==> src/rtl/romulus_tbc_sched_pkg.sv <==
// romulus_tbc_sched_pkg: shared sizes, state encoding and round-constant LFSR step
package romulus_tbc_sched_pkg;
  localparam int NUM_RNDS = 40;
  localparam int RNDS_PER_CLK = 4;
  localparam int CNTW = 6;
  localparam int BUSW = 128;
  localparam int NUM_CLKS = NUM_RNDS / RNDS_PER_CLK;
  localparam int RCW = NUM_CLKS > 1 ? $clog2(NUM_CLKS) : 1;
  typedef enum logic [2:0] {S_IDLE, S_ABSORB, S_ROUND, S_CORRECT, S_STEP, S_DONE} state_t;
  function automatic logic [CNTW-1:0] rc_step(input logic [CNTW-1:0] rc);
    return {rc[4:0], rc[5] ^ rc[4] ^ 1'b1};
  endfunction
endpackage

==> src/rtl/romulus_tbc_sched_if.sv <==
// romulus_tbc_sched_if: command handshake from the mode FSM and datapath control pins
interface romulus_tbc_sched_if;
  import romulus_tbc_sched_pkg::*;
  logic start, cmd_absorb, cmd_iv, cmd_tbc, cmd_cnt_init, cmd_cnt_step;
  logic [BUSW/8-1:0] cmd_decrypt, decrypt;
  logic [7:0] cmd_domain, domain;
  logic busy, done;
  logic sen, senc, xen, xenc, yen, yenc, zen, zenc, zrst, correct_cnt, iv;
  logic [CNTW*RNDS_PER_CLK-1:0] constant;
  modport master (
    output start, cmd_absorb, cmd_iv, cmd_tbc, cmd_cnt_init, cmd_cnt_step, cmd_decrypt, cmd_domain,
    input busy, done, sen, senc, xen, xenc, yen, yenc, zen, zenc, zrst, correct_cnt, iv, decrypt, domain, constant
  );
  modport slave (
    input start, cmd_absorb, cmd_iv, cmd_tbc, cmd_cnt_init, cmd_cnt_step, cmd_decrypt, cmd_domain,
    output busy, done, sen, senc, xen, xenc, yen, yenc, zen, zenc, zrst, correct_cnt, iv, decrypt, domain, constant
  );
endinterface

==> src/rtl/romulus_rc_lfsr.sv <==
// romulus_rc_lfsr: unrolls the round-constant LFSR over one clock's worth of rounds
module romulus_rc_lfsr
  import romulus_tbc_sched_pkg::*;
(
  input  logic [CNTW-1:0]              rc,
  output logic [CNTW*RNDS_PER_CLK-1:0] consts,
  output logic [CNTW-1:0]              rc_nxt
);
  // slice k holds the constant of the k-th round this clock; rc_nxt seeds the next clock
  always_comb begin
    logic [CNTW-1:0] r;
    r = rc;
    consts = '0;
    for (int i = 0; i < RNDS_PER_CLK; i++) begin
      r = rc_step(r);
      consts[i*CNTW +: CNTW] = r;
    end
    rc_nxt = r;
  end
endmodule

==> src/rtl/romulus_tbc_sched.sv <==
// romulus_tbc_sched: sequences absorb, TBC rounds, tweakey correction and counter steps
module romulus_tbc_sched
  import romulus_tbc_sched_pkg::*;
(
  input logic clk,
  input logic rst,
  romulus_tbc_sched_if.slave bus
);
  state_t state, state_nxt;
  logic iv_q, tbc_q, cnt_init_q, cnt_step_q, accept, last_rnd;
  logic [CNTW-1:0] rc, rc_nxt;
  logic [CNTW*RNDS_PER_CLK-1:0] consts;
  logic [RCW-1:0] rnd;
  logic [BUSW/8-1:0] decrypt_q;
  logic [7:0] domain_q;
  romulus_rc_lfsr u_lfsr (.rc(rc), .consts(consts), .rc_nxt(rc_nxt));
  assign accept = state == S_IDLE && bus.start;
  assign last_rnd = rnd == RCW'(NUM_CLKS - 1);
  // state, latched command and round progress; LFSR and round count restart per command
  always_ff @(posedge clk or posedge rst)
    if (rst) begin
      state <= S_IDLE;
      {iv_q, tbc_q, cnt_init_q, cnt_step_q} <= '0;
      decrypt_q <= '0;
      domain_q <= '0;
      rc <= '0;
      rnd <= '0;
    end else begin
      state <= state_nxt;
      if (accept) begin
        {iv_q, tbc_q, cnt_init_q, cnt_step_q} <= {bus.cmd_iv, bus.cmd_tbc, bus.cmd_cnt_init, bus.cmd_cnt_step};
        decrypt_q <= bus.cmd_decrypt;
        domain_q <= bus.cmd_domain;
        rc <= '0;
        rnd <= '0;
      end else if (state == S_ROUND) begin
        rc <= rc_nxt;
        rnd <= rnd + 1'b1;
      end
    end
  // next state; a TBC run always ends with the correction cycle, so cnt_step is moot then
  always_comb begin
    state_nxt = state;
    unique case (state)
      S_IDLE:            state_nxt = !bus.start ? S_IDLE : bus.cmd_absorb ? S_ABSORB :
                                     bus.cmd_tbc ? S_ROUND : bus.cmd_cnt_step ? S_STEP : S_DONE;
      S_ABSORB:          state_nxt = tbc_q ? S_ROUND : cnt_step_q ? S_STEP : S_DONE;
      S_ROUND:           state_nxt = last_rnd ? S_CORRECT : S_ROUND;
      S_CORRECT, S_STEP: state_nxt = S_DONE;
      default:           state_nxt = S_IDLE;
    endcase
  end
  assign bus.busy = state inside {S_ABSORB, S_ROUND, S_CORRECT, S_STEP};
  assign bus.done = state == S_DONE;
  assign bus.sen = state inside {S_ABSORB, S_ROUND};
  assign bus.senc = state == S_ROUND;
  assign bus.xen = state inside {S_ROUND, S_CORRECT};
  assign bus.xenc = state == S_ROUND;
  assign bus.yen = state inside {S_ROUND, S_CORRECT};
  assign bus.yenc = state == S_ROUND;
  assign bus.zen = state inside {S_ROUND, S_CORRECT, S_STEP};
  assign bus.zenc = state == S_ROUND;
  assign bus.zrst = state == S_ABSORB && cnt_init_q;
  assign bus.iv = state == S_ABSORB && iv_q;
  assign bus.correct_cnt = state == S_STEP;
  assign bus.decrypt = decrypt_q;
  assign bus.domain = domain_q;
  assign bus.constant = state == S_ROUND ? consts : '0;
endmodule

==> src/flat_wrapper.sv <==
// flat-port wrapper written by rule: the top's interface ports become plain ports
module romulus_tbc_sched_flat import romulus_tbc_sched_pkg::*;
  (clk, rst, bus_start, bus_cmd_absorb, bus_cmd_iv, bus_cmd_tbc, bus_cmd_cnt_init, bus_cmd_cnt_step, bus_cmd_decrypt, bus_cmd_domain, bus_busy, bus_done, bus_sen, bus_senc, bus_xen, bus_xenc, bus_yen, bus_yenc, bus_zen, bus_zenc, bus_zrst, bus_correct_cnt, bus_iv, bus_decrypt, bus_domain, bus_constant);
  romulus_tbc_sched_if bus_i ();
  input logic clk;
  input logic rst;
  input wire logic [$bits(bus_i.start)-1:0] bus_start;
  input wire logic [$bits(bus_i.cmd_absorb)-1:0] bus_cmd_absorb;
  input wire logic [$bits(bus_i.cmd_iv)-1:0] bus_cmd_iv;
  input wire logic [$bits(bus_i.cmd_tbc)-1:0] bus_cmd_tbc;
  input wire logic [$bits(bus_i.cmd_cnt_init)-1:0] bus_cmd_cnt_init;
  input wire logic [$bits(bus_i.cmd_cnt_step)-1:0] bus_cmd_cnt_step;
  input wire logic [$bits(bus_i.cmd_decrypt)-1:0] bus_cmd_decrypt;
  input wire logic [$bits(bus_i.cmd_domain)-1:0] bus_cmd_domain;
  output wire logic [$bits(bus_i.busy)-1:0] bus_busy;
  output wire logic [$bits(bus_i.done)-1:0] bus_done;
  output wire logic [$bits(bus_i.sen)-1:0] bus_sen;
  output wire logic [$bits(bus_i.senc)-1:0] bus_senc;
  output wire logic [$bits(bus_i.xen)-1:0] bus_xen;
  output wire logic [$bits(bus_i.xenc)-1:0] bus_xenc;
  output wire logic [$bits(bus_i.yen)-1:0] bus_yen;
  output wire logic [$bits(bus_i.yenc)-1:0] bus_yenc;
  output wire logic [$bits(bus_i.zen)-1:0] bus_zen;
  output wire logic [$bits(bus_i.zenc)-1:0] bus_zenc;
  output wire logic [$bits(bus_i.zrst)-1:0] bus_zrst;
  output wire logic [$bits(bus_i.correct_cnt)-1:0] bus_correct_cnt;
  output wire logic [$bits(bus_i.iv)-1:0] bus_iv;
  output wire logic [$bits(bus_i.decrypt)-1:0] bus_decrypt;
  output wire logic [$bits(bus_i.domain)-1:0] bus_domain;
  output wire logic [$bits(bus_i.constant)-1:0] bus_constant;
  assign bus_i.start = bus_start;
  assign bus_i.cmd_absorb = bus_cmd_absorb;
  assign bus_i.cmd_iv = bus_cmd_iv;
  assign bus_i.cmd_tbc = bus_cmd_tbc;
  assign bus_i.cmd_cnt_init = bus_cmd_cnt_init;
  assign bus_i.cmd_cnt_step = bus_cmd_cnt_step;
  assign bus_i.cmd_decrypt = bus_cmd_decrypt;
  assign bus_i.cmd_domain = bus_cmd_domain;
  assign bus_busy = bus_i.busy;
  assign bus_done = bus_i.done;
  assign bus_sen = bus_i.sen;
  assign bus_senc = bus_i.senc;
  assign bus_xen = bus_i.xen;
  assign bus_xenc = bus_i.xenc;
  assign bus_yen = bus_i.yen;
  assign bus_yenc = bus_i.yenc;
  assign bus_zen = bus_i.zen;
  assign bus_zenc = bus_i.zenc;
  assign bus_zrst = bus_i.zrst;
  assign bus_correct_cnt = bus_i.correct_cnt;
  assign bus_iv = bus_i.iv;
  assign bus_decrypt = bus_i.decrypt;
  assign bus_domain = bus_i.domain;
  assign bus_constant = bus_i.constant;
  romulus_tbc_sched u_core (.clk(clk), .rst(rst), .bus(bus_i));
endmodule
==> config.mk <==
export PLATFORM = sky130hd
export DESIGN_NAME = romulus_tbc_sched_flat
export DESIGN_NICKNAME = d
export VERILOG_FILES = /design/src/rtl/romulus_tbc_sched_pkg.sv /design/src/rtl/romulus_tbc_sched_if.sv /design/src/rtl/romulus_rc_lfsr.sv /design/src/rtl/romulus_tbc_sched.sv /design/src/flat_wrapper.sv
export SDC_FILE = /design/constraint.sdc
export NUM_CORES = 1
export LEC_CHECK = 0
export ABC_AREA = 1
export CORE_MARGIN = 2
export CORE_UTILIZATION = 44
export DETAILED_ROUTE_END_ITERATION = 6
export GPL_TIMING_DRIVEN = 1
export PLACE_DENSITY = 0.84
export SYNTH_ARGS = -nofsm -noshare
export SYNTH_HDL_FRONTEND = slang
export SYNTH_SLANG_ARGS = --single-unit
==> constraint.sdc <==
create_clock -name clk -period 3.14 [get_ports clk]
set_input_delay 0.314 -clock clk [delete_from_list [all_inputs] [get_ports clk]]
set_output_delay 0.314 -clock clk [all_outputs]
set_load 0.05 [all_outputs]
==> impl_results.md <==
* Outcome: completed
* Netlist cell types at 21
* Total power at 0.003187 W
* First-pass GRT wire length at 7.051 mm
* Final period demand of the worst path at 2.835 ns
* Worst-path clk slew at 0.07 ns
* # diodes at 0
* Die Ht at 71.52 um
* Placeable Area at 4384 sq um
* Mapped Cells at 249
* Worst R2R Path Depth at 5
* RD Place Congestion at 0.8503
* # resized after CTS at 0
* Final setup TNS at 0 ns
* Cts hold-fix bufs at 0
* Slew Limit Fails at 0
* Critical path arrival at 2.52 ns
* Dpl hpwl at 3.215 mm
* DR WL/cell at 11.54 um
* Largest net degree at the start of global routing at 34
* CP Launch Type: flop
* Root buffer cell: clkbuf_8
* Post-Syn Area at 2006 sq um
* Ys Warns at 0
* Nets@finish at 357
* Total Routing Usage GR at 17.54%
* Setup Buffers After CTS at 0
* Layout cells sized above 1 at 6.502%
* CTS max path bufs at 2
* Delay-heaviest family, CP: buffers and inverters
* Crit path capture type: output port
* First DRT Iteration DRCs at 72
* Worst-path cell chain: inv_2, nand2_1, nor2_2, nand3_1, inv_1, clkdlybuf4s50_1
* Slew headroom at 53.82%
* Worst hold slack at 0.4023 ns
* Drt pass-1 iters at 6
* WP buf/inv at 3
* Total CTS buffers at 5
* Synth top area share at 51.15%
* Setup violations, final at 0
* Post-route cell area at 2895 sq um
* Tightest Pin Transition at 0.6910 ns
* Skew final at 0.002834 ns
* Via count at 1781
* Peak supply drop at 0.0007853 V
* IO Port Bufs at 92
* Setup slack after layout at 0.3048 ns
* Most frequent cells in the layout: nand2_1, clkdlybuf4s50_1, dfrtp_1, inv_1, nand3_1
* Total die area at 5114 sq um
* Clock sinks at 41
* RSZ-0062 raised after global routing: no
* Antenna violations before repair at 0
* Final Hold Fails at 0
* Synthesis-to-finish area growth at 44.35%
* Final period utilization at 90.29%
* DP Area at 2805 sq um
* Seq/Total Area, Yosys at 51.15%
* Hold crit path type: input port to asynchronous set/reset pin
* Clock Latency Late Sink at 0.29 ns
* H-Tree Depth at 2
* Num rows at 24
* Synth Register Bits at 41
* Leak at 1.405 nW
* Remaining antenna violation count at 0
* GRT overflow at 0
* MaxCap Viol Count at 0
* Required time worst endpoint at 2.83 ns
* Largest area contributor in the netlist: dfrtp_1
* I/O pins at 93
* R2R Path Start: u_core.state[1]
* Die W at 71.52 um
* Mapped Nets at 283
* Via/cell ratio at 4.749
* PwrDens at 1101 nW/um^2
* Commonest non-fill, non-tap cell in the layout: nand2_1
* Syn avg cell area at 8.055 sq um
* Worst Path Max Fanout at 14
* Routed wire length at 4.326 mm
* CTS tree: done
* Vias in the first global route at 1637
* Slowest library cell on the worst path: clkdlybuf4s50_1
* Worst R2R Setup Slack at 1.62 ns
* DRC viols at 0
* Synth area leaders: dfrtp_1, nand2_1, buf_4
* Delay of the slowest critical-path stage at 0.81 ns
* FMAX at 352.7 MHz
* Dpl ws at 0.6292 ns
* Initial Util at 45.75%
* Crit path kind: flop to output port
* Reg2reg end: u_core.rc[5]
-- Yosys cell counts --
cell      instances
buf_2             2
buf_4            24
buf_6             1
dfrtp_1          41
ha_1              2
inv_1            20
inv_2             3
nand2_1         100
nand2_2           3
nand3_1          15
nand3_2           1
nand3b_1          1
nand4_1           2
nor2_1           14
nor2_2            3
nor2_4            1
nor3_1            1
o21ai_0           8
o21ai_1           5
or2_2             1
xor2_1            1
-- per-layer routing --
metal	GRT usage (%)	part of all wire (%)
met1	22.27	42
met4	8.805	2.1
met2	25.62	44
met3	7.595	12
met5	0	0
-- worst max-delay path by stage --
stage                             to       startpoint  cells past startpoint  slack, ns
finish               bus_constant[0]  u_core.state[2]                      6       0.30
global placement     bus_constant[0]  u_core.state[2]                      6       0.72
detailed placement   bus_constant[0]  u_core.state[2]                      6       0.63
CTS                  bus_constant[0]  u_core.state[2]                      6       0.31
floorplan           bus_constant[10]  u_core.state[1]                      6       0.55
global route        bus_constant[14]  u_core.state[2]                      6       0.16
-- cells by family after synthesis --
group,count (synthesis),synth area share [%]
flops,41,51.15
simple gates,142,29.57
compound gates,13,3.244
buf+inv,50,14.35
fa+ha+maj,2,1.247
xor+xnor,1,0.4368
-- power by group --
part	switching, W	internal (W)
combinational	0.00134	0.000603
clock	0.000171	0.000174
sequential	0.000145	0.000754
total	0.00166	0.00153
-- cell type report --
| cell class | instances | area (sq um) |
|---|---|---|
| clock inverter | 1 | 7.507 |
| timing repair buffer | 94 | 935.9 |
| inverter | 23 | 86.33 |
| clock buffer | 6 | 82.58 |
| multi-input combinational | 158 | 691.9 |
| sequential | 41 | 1026 |
| tap | 52 | 65.06 |
| fill | 371 | 1489 |
-- through the flow --
| step | cells | util [%] |
|---|---|---|
| 2_1_floorplan | 249 | - |
| 3_3_place_gp | 368 | 63.98 |
| 3_5_place_dp | 368 | 63.98 |
| 4_1_cts | 375 | 66.04 |
| 5_1_grt | 375 | 66.04 |
| 6_report | 375 | 66.04 |
-- state kept, by name (all words and copies together) (netlist names) --
signal / count
u_core.iv_q: 1
u_core.bus.decrypt: 16
u_core.state: 3
u_core.cnt_init_q: 1
u_core.rnd: 4
u_core.cnt_step_q: 1
u_core.bus.domain: 8
u_core.tbc_q: 1
u_core.rc: 6
Note: power is estimated with default switching activity, not from simulation.
